==> config.mk <==
export PLATFORM = sky130hd
export DESIGN_NAME = add_exec_pipe
export DESIGN_NICKNAME = d
export VERILOG_FILES = /design/src/rtl/tomasulo_pkg.sv /design/src/rtl/exec_result_fifo.sv /design/src/rtl/add_exec_pipe.sv
export SDC_FILE = /design/constraint.sdc
export NUM_CORES = 1
export LEC_CHECK = 0
export BUFFER_PORTS_ARGS = -buffer_cell sky130_fd_sc_hd__buf_4
export CORE_UTILIZATION = 56
export CTS_CLUSTER_SIZE = 16
export DETAILED_ROUTE_END_ITERATION = 8
export PLACE_DENSITY = 0.92
export SLEW_MARGIN = 20
export SYNTH_ARGS = -nofsm -noshare
export SYNTH_HDL_FRONTEND = slang
export SYNTH_SLANG_ARGS = --single-unit
export TNS_END_PERCENT = 1
==> constraint.sdc <==
create_clock -name clk -period 2.9 [get_ports clk]
set_input_delay 0.58 -clock clk [delete_from_list [all_inputs] [get_ports clk]]
set_output_delay 0.58 -clock clk [all_outputs]
set_load 0.005 [all_outputs]
==> src/rtl/tomasulo_pkg.sv <==
// Shared Tomasulo definitions: ALU op codes and the default-width result-buffer entry.
// The cdb flags field exists only when ADD_EXEC_FLAGS_EN is defined.
package tomasulo_pkg;

  localparam logic [3:0] FUNC_ADD = 4'b0000;
  localparam logic [3:0] FUNC_SUB = 4'b0001;
  localparam logic [3:0] FUNC_AND = 4'b0010;
  localparam logic [3:0] FUNC_OR  = 4'b0011;
  localparam logic [3:0] FUNC_XOR = 4'b0100;
  localparam logic [3:0] FUNC_SLT = 4'b0101;

  localparam int unsigned PKG_DATA_W = 8;
  localparam int unsigned PKG_ROB_W  = 3;
  localparam int unsigned PKG_REG_W  = 4;

  typedef struct packed {
    logic [PKG_DATA_W-1:0] data;
    logic [PKG_ROB_W-1:0]  rob;
    logic [PKG_REG_W-1:0]  rd;
    logic                  illegal;
`ifdef ADD_EXEC_FLAGS_EN
    logic [1:0]            flags;
`endif
  } res_entry_t;

endpackage

==> src/rtl/exec_result_fifo.sv <==
// In-order result buffer, DEPTH entries; pushed entry is visible at the head one cycle later.
// No internal backpressure: the producer must never push when full (credit scheme guarantees it).
module exec_result_fifo
  import tomasulo_pkg::*;
#(
  parameter int unsigned DEPTH   = 2,
  parameter type         entry_t = res_entry_t,
  localparam int unsigned PTR_W  = (DEPTH > 1) ? $clog2(DEPTH) : 1,
  localparam int unsigned CNT_W  = $clog2(DEPTH + 1)
) (
  input  logic             clk,
  input  logic             rst_n,
  input  logic             clr,
  input  logic             push,
  input  entry_t           push_dat,
  input  logic             pop,
  output logic [CNT_W-1:0] count,
  output entry_t           head_dat
);

  entry_t           mem [DEPTH];
  logic [PTR_W-1:0] wr_ptr_q, wr_ptr_d;
  logic [PTR_W-1:0] rd_ptr_q, rd_ptr_d;
  logic [CNT_W-1:0] cnt_q, cnt_d;

  function automatic logic [PTR_W-1:0] ptr_inc(input logic [PTR_W-1:0] p);
    return (p == PTR_W'(DEPTH - 1)) ? '0 : p + PTR_W'(1);
  endfunction

  always_comb begin
    wr_ptr_d = wr_ptr_q;
    rd_ptr_d = rd_ptr_q;
    cnt_d    = cnt_q;
    if (clr) begin
      wr_ptr_d = '0;
      rd_ptr_d = '0;
      cnt_d    = '0;
    end else begin
      if (push) wr_ptr_d = ptr_inc(wr_ptr_q);
      if (pop)  rd_ptr_d = ptr_inc(rd_ptr_q);
      cnt_d = cnt_q + CNT_W'(push) - CNT_W'(pop);
    end
  end

  always_ff @(posedge clk or negedge rst_n) begin
    if (!rst_n) begin
      wr_ptr_q <= '0;
      rd_ptr_q <= '0;
      cnt_q    <= '0;
    end else begin
      wr_ptr_q <= wr_ptr_d;
      rd_ptr_q <= rd_ptr_d;
      cnt_q    <= cnt_d;
    end
  end

  always_ff @(posedge clk) begin
    if (push && !clr) mem[wr_ptr_q] <= push_dat;
  end

  // Head reads as zero when empty so the CDB payload is clean after reset/flush.
  assign head_dat = (cnt_q == '0) ? entry_t'(0) : mem[rd_ptr_q];
  assign count    = cnt_q;

endmodule

==> src/rtl/add_exec_pipe.sv <==
// Pipelined add/sub/logic unit: accept->cdb_valid in LAT cycles, results buffered in order for the CDB.
// Credit-based issue_ready (never drops a result); ADD_EXEC_FLAGS_EN adds carry/overflow on cdb_flags.
module add_exec_pipe
  import tomasulo_pkg::*;
#(
  parameter int unsigned DATA_W     = 8,
  parameter int unsigned ROB_W      = 3,
  parameter int unsigned RS_W       = 3,
  parameter int unsigned REG_W      = 4,
  parameter int unsigned LAT        = 2,
  parameter int unsigned OBUF_DEPTH = 2
) (
  input  logic              clk,
  input  logic              rst_n,
  input  logic              flush,
  input  logic              issue_valid,
  output logic              issue_ready,
  input  logic [3:0]        issue_func,
  input  logic [DATA_W-1:0] issue_a,
  input  logic [DATA_W-1:0] issue_b,
  input  logic [ROB_W-1:0]  issue_rob,
  input  logic [RS_W-1:0]   issue_rs,
  input  logic [REG_W-1:0]  issue_rd,
  output logic              rs_free_valid,
  output logic [RS_W-1:0]   rs_free_idx,
  output logic              cdb_valid,
  input  logic              cdb_ready,
  output logic [DATA_W-1:0] cdb_data,
  output logic [ROB_W-1:0]  cdb_rob,
  output logic [REG_W-1:0]  cdb_rd,
`ifdef ADD_EXEC_FLAGS_EN
  output logic [1:0]        cdb_flags,
`endif
  output logic              cdb_illegal
);

  localparam int unsigned CRD_W = $clog2(OBUF_DEPTH + 1);

  typedef struct packed {
    logic [DATA_W-1:0] data;
    logic [ROB_W-1:0]  rob;
    logic [REG_W-1:0]  rd;
    logic              illegal;
`ifdef ADD_EXEC_FLAGS_EN
    logic [1:0]        flags;
`endif
  } entry_t;

  logic             accept, pop;
  logic [CRD_W-1:0] credits_q, credits_d;
  logic             rs_free_vld_q, rs_free_vld_d;
  logic [RS_W-1:0]  rs_free_idx_q, rs_free_idx_d;
  entry_t           new_ent, push_ent, head_ent;
  logic             push_vld;
  logic [CRD_W-1:0] obuf_cnt;

  assign issue_ready = (credits_q != '0) && !flush;
  assign accept      = issue_valid && issue_ready;
  assign cdb_valid   = (obuf_cnt != '0);
  assign pop         = cdb_valid && cdb_ready && !flush;

`ifdef ADD_EXEC_FLAGS_EN
  logic [DATA_W:0] sum_w, dif_w;
  logic [1:0]      flg;
  always_comb begin
    sum_w = {1'b0, issue_a} + {1'b0, issue_b};
    dif_w = {1'b0, issue_a} - {1'b0, issue_b};
    flg   = '0;
    case (issue_func)
      FUNC_ADD: flg = {sum_w[DATA_W], (issue_a[DATA_W-1] == issue_b[DATA_W-1]) &&
                                      (sum_w[DATA_W-1] != issue_a[DATA_W-1])};
      // Carry on SUB is the unsigned borrow.
      FUNC_SUB: flg = {dif_w[DATA_W], (issue_a[DATA_W-1] != issue_b[DATA_W-1]) &&
                                      (dif_w[DATA_W-1] != issue_a[DATA_W-1])};
      default:  flg = '0;
    endcase
  end
`endif

  always_comb begin
    new_ent     = '0;
    new_ent.rob = issue_rob;
    new_ent.rd  = issue_rd;
    case (issue_func)
      FUNC_ADD: new_ent.data = issue_a + issue_b;
      FUNC_SUB: new_ent.data = issue_a - issue_b;
      FUNC_AND: new_ent.data = issue_a & issue_b;
      FUNC_OR:  new_ent.data = issue_a | issue_b;
      FUNC_XOR: new_ent.data = issue_a ^ issue_b;
      FUNC_SLT: new_ent.data = DATA_W'($signed(issue_a) < $signed(issue_b));
      default:  new_ent.illegal = 1'b1;
    endcase
`ifdef ADD_EXEC_FLAGS_EN
    new_ent.flags = flg;
`endif
  end

  // LAT-1 stage registers; the result buffer register supplies the final cycle.
  generate
    if (LAT == 1) begin : g_direct
      assign push_vld = accept;
      assign push_ent = new_ent;
    end else begin : g_stages
      localparam int unsigned NSTG = LAT - 1;
      logic [NSTG-1:0] stg_vld_q, stg_vld_d;
      entry_t          stg_ent_q [NSTG];
      entry_t          stg_ent_d [NSTG];

      always_comb begin
        stg_vld_d[0] = accept;
        stg_ent_d[0] = new_ent;
        for (int i = 1; i < NSTG; i++) begin
          stg_vld_d[i] = stg_vld_q[i-1];
          stg_ent_d[i] = stg_ent_q[i-1];
        end
        if (flush) stg_vld_d = '0;
      end

      always_ff @(posedge clk or negedge rst_n) begin
        if (!rst_n) begin
          stg_vld_q <= '0;
          for (int i = 0; i < NSTG; i++) stg_ent_q[i] <= '0;
        end else begin
          stg_vld_q <= stg_vld_d;
          stg_ent_q <= stg_ent_d;
        end
      end

      assign push_vld = stg_vld_q[NSTG-1];
      assign push_ent = stg_ent_q[NSTG-1];
    end
  endgenerate

  exec_result_fifo #(
    .DEPTH   (OBUF_DEPTH),
    .entry_t (entry_t)
  ) u_obuf (
    .clk      (clk),
    .rst_n    (rst_n),
    .clr      (flush),
    .push     (push_vld),
    .push_dat (push_ent),
    .pop      (pop),
    .count    (obuf_cnt),
    .head_dat (head_ent)
  );

  always_comb begin
    credits_d     = flush ? CRD_W'(OBUF_DEPTH) : credits_q - CRD_W'(accept) + CRD_W'(pop);
    rs_free_vld_d = accept;
    rs_free_idx_d = accept ? issue_rs : rs_free_idx_q;
  end

  always_ff @(posedge clk or negedge rst_n) begin
    if (!rst_n) begin
      credits_q     <= CRD_W'(OBUF_DEPTH);
      rs_free_vld_q <= 1'b0;
      rs_free_idx_q <= '0;
    end else begin
      credits_q     <= credits_d;
      rs_free_vld_q <= rs_free_vld_d;
      rs_free_idx_q <= rs_free_idx_d;
    end
  end

  assign rs_free_valid = rs_free_vld_q;
  assign rs_free_idx   = rs_free_idx_q;
  assign cdb_data      = head_ent.data;
  assign cdb_rob       = head_ent.rob;
  assign cdb_rd        = head_ent.rd;
  assign cdb_illegal   = head_ent.illegal;
`ifdef ADD_EXEC_FLAGS_EN
  assign cdb_flags     = head_ent.flags;
`endif

endmodule

======== Word level (Yosys, flattened, before mapping) ========
Memory sizes are Yosys's and may differ from the RTL's.
Cells that the tools add are included.
storage, ports and cells
  output and inout port bits .............. 22
  flip-flop bits (word level) ............. 27
  bits of input ports ..................... 35
  bits in latches ......................... 0
  ROM bits ................................ 0
  memory bits (writable) .................. 32
  memories ................................ 1
operators by class
  shift-type cells ........................ 0
  bitwise operators ....................... 3
  muxes and demuxes ....................... 14
  div/mod/pow operators ................... 0
  multipliers ............................. 0
  reduce and logical (&&, ||, !) cells .... 13
  add/sub/neg operators ................... 8
  magnitude comparators ................... 1
  eq/ne operators ......................... 5
memory list
  memory      depth  bits a word  rd ports  clocked after memory_dff  wr ports  line                    source
  u_obuf.mem  2      16           1         0                         1         exec_result_fifo.sv:21  entry_t mem [DEPTH];
operator list
  kind                                                                    count
  8-bit case mux with 6 select lines                                      1
  16-bit two-way mux                                                      1
  1-bit two-way mux                                                       10
  8-bit adder                                                             1
  8-bit bitwise AND                                                       1
  4-bit by 2-bit equality test with 1-bit output (second input constant)  2
  4-bit by 3-bit equality test with 1-bit output (second input constant)  2
  8-bit < comparator                                                      1
  8-bit OR                                                                1
  2-bit nonzero test                                                      4
  8-bit subtractor                                                        1
  8-bit bitwise XOR                                                       1
  6-bit OR reduction                                                      1
  1-bit logical AND                                                       5
  2-bit by 1-bit adder with 2-bit output                                  2
  4-bit by 1-bit equality test with 1-bit output (second input constant)  1
  4-bit logical NOT                                                       1
  2-bit two-way mux                                                       2
  2-bit by 1-bit subtractor with 2-bit output                             2
  1-bit adder (second input constant)                                     2
  2-bit logical NOT                                                       1
  1-bit logical NOT                                                       1

======== Logic depth before layout (Yosys ltp) ========
  depth in word-level cells ............... 6
  gate-level depth with buffers ........... 10
  gate-level depth less buffers ........... 10

======== By module ========
Synthesis repeated with hierarchy kept, for this count alone.
unflattened totals
  cell total of the unflattened synthesis .. 291
  area, all modules ....................... 3255.6 µm²
modules (own cells, without submodules)
  module            cells each  times used  area each (µm²)
  add_exec_pipe     206         1           1834.3
  exec_result_fifo  85          1           1421.4

======== Least setup slack after synthesis ========
No wires, ideal clock.
  kind .................................... in2reg
  start point ............................. input flush
  end point ............................... memory u_obuf.mem[0][0] in the netlist's numbering, enable pin
  setup time .............................. 0.413 ns
  setup slack ............................. 0.489 ns
  arrival time ............................ 1.998 ns
  stages on the path ...................... 2
  path through ............................ buf_2 > nor3b_1
between the ends
  word-level cells in the longest chain between the ends .. 4
ends and longest elaborated chain
  what                                     line                    source
  from (decl)                              add_exec_pipe.sv:15     input logic flush,
  1-bit logical NOT                        exec_result_fifo.sv:58  if (push && !clr) mem[wr_ptr_q] <= push_dat;
  1-bit logical AND                        exec_result_fifo.sv:58
  1-bit two-way mux                        exec_result_fifo.sv:58
  1-bit two-way mux (not written as such)  exec_result_fifo.sv:58
  to (decl)                                exec_result_fifo.sv:21
No other way between the ends.

======== Worst setup path after layout ========
  start point ............................. register u_obuf.rd_ptr_q
  end point ............................... output cdb_data[0]
between the ends
  word-level cells in the longest chain between the ends .. 2
ends and longest elaborated chain
  what                    line                    source
  from (decl)             exec_result_fifo.sv:23  logic [PTR_W-1:0] rd_ptr_q, rd_ptr_d;
  from (signal assigned)  exec_result_fifo.sv:52  rd_ptr_q <= rd_ptr_d;
  memory 2 x 16 bit       -
  16-bit two-way mux      exec_result_fifo.sv:62  assign head_dat = (cnt_q == '0) ? entry_t'(0) : mem[rd_ptr_q];
  to (decl)               add_exec_pipe.sv:28     output logic [DATA_W-1:0] cdb_data,
No other way between the ends.

==> results.toml <==
[placed_design]
hpwl_mm = 4.40
place_ws_ns = 0.327
routabilityCongestion = 0.925
portBuffers = 56

[floorplanning]
start_util_pct = 58.4
ioPinCount = 57
core_sq_mm = 0.00551
die_w_microns = 77.8
die-area_sq_mm = 0.00605
rows = 27
die_h_microns = 77.8

[timing]
fmax_ghz = 0.433
finalWorstSetupSlack_ns = 0.588
hold_viol_final = 0
slew_headroom_pct = 52.5
timing.final.crit_share_pct = 79.7
fin_worst_skew_ns = 0.00532
finalSetupTns_ns = 0
rsz0062_at_grt = "false"
worst_pin_slew_ns = 0.713
maxSlewViolCount = 0
min_period_ns = 2.31
setup_viol = 0

[route]
wl_mm = 5.95
drt_first_pass_iters = 4
drtAntennaViolNets = 0
num_vias = 2289
detail_route.wl_per_cell_microns = 14.3
drc = 0
drt_iter0_markers = 85
vias_per_cell = 5.52

[clocking]
post-cts-setup-buffers = 0
cts-root-buf = "clkbuf_8"
cts_tree = "yes"
h-tree-depth = 3
ctsHoldBuffers = 0
cts_buffer_depth = 2
path_clk_slew_ns = 0.06
ctsResizeCount = 0
insertion_delay_ns = 0.32
clock-sinks = 59
cts_buffers = 9

[setup_path]
cpPeakStageDelay_ns = 0.67
path_class = "reg -> out"
required_ns = 2.32
cp_slowest_cell = "dfrtp_1"
regToRegEndpoint = "u_obuf.count[1]"
cp-start-kind = "flop"
crit_arrival_ns = 1.73
crit-reg2reg-launch = "u_obuf.count[1]"
r2r_cells = 11
cp-end-kind = "output pin"
crit_path_max_fanout = 10
reg2reg_slack_ns = 0.78
path_cells = "buf_4 > mux2i_1 > nor2_1 > buf_4"
cpMostUsedCell = "buf_4"

[global_routing]
grt_pass1_wl_mm = 9.87
grt_max_degree = 28
grtUsageTotal_pct = 21.7
grt_pass1_vias = 2250
grt_antenna_before_repair = 0
grt.overflow.total = 0

[synth]
syn-mean-instance-area_sq_um = 11.4
synth_ff_type = "edfxtp_1"
synthCells = 281
synthArstFlopShare_pct = 45.8
synth_top_area_cell = "edfxtp_1"
synth-edff-count = 32
synth_warnings = 0
synth_cell_types = 52
ys_seq_area_share_pct = 50.9
syn_area_sq_mm = 0.00322
synthTopCellsByArea = "edfxtp_1 (30%), dfrtp_1 (20%), ha_1 (11%)"
synth_top_area_share_pct = 29.9
synth-seq-cells = 59
syn-num-nets = 346

[layout]
layout.nets = 404
layout_commonest_cell = "buf_4"
syn2layout_area_growth_pct = 19.6
diodes = 0
nFillCells = 379
drive_gt1_share_pct = 22.7
final_util_pct = 69.9
final_cell_mix = "buf_4 (59), nor2_1 (35), edfxtp_1 (32), inv_1 (28), ha_1 (28)"

[outcome]
status = "finished, final reports clean"

[pwr]
p_per_area_mw_per_mm2 = 554
total_power_mw = 2.13
power_leakage_nw = 1.75
ir_worst_vdd_mv = 0.387

[flow_run]
maxCapViolCount = 0

[worst_hold_path]
hold_class = "in -> async"
==> Yosys cell counts, types with 2 or more instances <==
master / n
inv_1: 28
nand2b_1: 7
or3_1: 3
nor4_1: 2
nor3_1: 3
xnor2_1: 7
xor2_1: 3
fa_1: 2
dfrtp_1: 26
nand3_1: 2
and2_1: 2
o21a_1: 2
nor3b_1: 4
buf_2: 7
nor2b_1: 4
clkbuf_1: 3
ha_1: 28
a21o_1: 4
o22ai_1: 4
o21ai_0: 4
edfxtp_1: 32
mux2i_1: 16
a21oi_1: 11
a211o_1: 2
o221ai_1: 3
mux2_1: 3
nor2_1: 35
nand2_1: 10
==> worst max path at each step <==
stage / slack, ns / to / startpoint / depth (start not counted)
CTS: 0.51 / cdb_data[0] / u_obuf.rd_ptr_q / 4
global route: 0.47 / cdb_data[0] / u_obuf.rd_ptr_q / 4
detailed placement: 0.33 / g_stages.stg_ent_q[14] / issue_a[0] / 9
finish: 0.59 / cdb_data[0] / u_obuf.rd_ptr_q / 4
floorplan: 0.49 / u_obuf.mem[0][0] / flush / 2
global placement: 0.48 / g_stages.stg_ent_q[14] / issue_a[0] / 9
==> area by class of cell <==
type	count	area, sq um	area share [%]
flip-flops and latches	59	1640	42.6
multi-input cells	182	1410	36.7
repair buffers	59	443	11.5
clock buffers	11	141	3.67
inverters	28	105	2.73
well taps	72	90.1	2.34
clock inverters	4	17.5	0.455
==> cell families (layout without fill, tap and decap cells) <==
| group | Yosys count | after routing | share of synthesized area, % |
|---|---|---|---|
| XOR/XNOR | 10 | 10 | 2.72 |
| AND/OR/NAND/NOR | 77 | 77 | 11.7 |
| buffers and inverters | 40 | 102 | 5.29 |
| multiplexers | 21 | 21 | 7.20 |
| AO/OA/AOI/OAI | 44 | 44 | 10.0 |
| flip-flops | 59 | 59 | 50.9 |
| adder cells (fa/ha/maj) | 30 | 30 | 12.1 |
==> worst max-delay path, delay by kind of cell (launching register included) <==
kind,cells,cell delay (ns)
mux,1,0.25
buf+inv,2,0.42
simple gates,1,0.07
flops,1,0.67
==> metal layers <==
metal / track usage, % / up-vias / share of wire (%)
li1: - / 1088 / -
met1: 24.9 / 1076 / 39
met2: 37.0 / 111 / 53
met3: 4.24 / 14 / 6.6
met4: 14.0 / 0 / 2.2
met5: 0 / - / 0
==> power by group <==
group	internal, mW	switching (mW)
Combinational	0.277	0.269
Sequential	0.953	0.0430
Clock	0.319	0.272
Total	1.55	0.584
==> through the flow <==
| step | area (sq um) | instances | hold WS, ns |
|---|---|---|---|
| after floorplan | 3220 | 281 | 0.284 |
| after CTS | 3850 | 415 | 0.153 |
| final | 3850 | 415 | 0.166 |
| after global routing | 3850 | 415 | 0.168 |
| after global placement | 3690 | 400 | 0.422 |
| after detailed placement | 3690 | 400 | 0.428 |
==> sequential cells by signal, indices dropped and copies added, names as in the netlist <==
signal / flops
u_obuf.count: 2
rs_free_idx: 3
rs_free_valid: 1
g_stages.stg_vld_q: 1
u_obuf.rd_ptr_q: 1
u_obuf.mem: 32
g_stages.stg_ent_q: 16
u_obuf.wr_ptr_q: 1
credits_q: 2
Power figures use the tool's default switching activity.
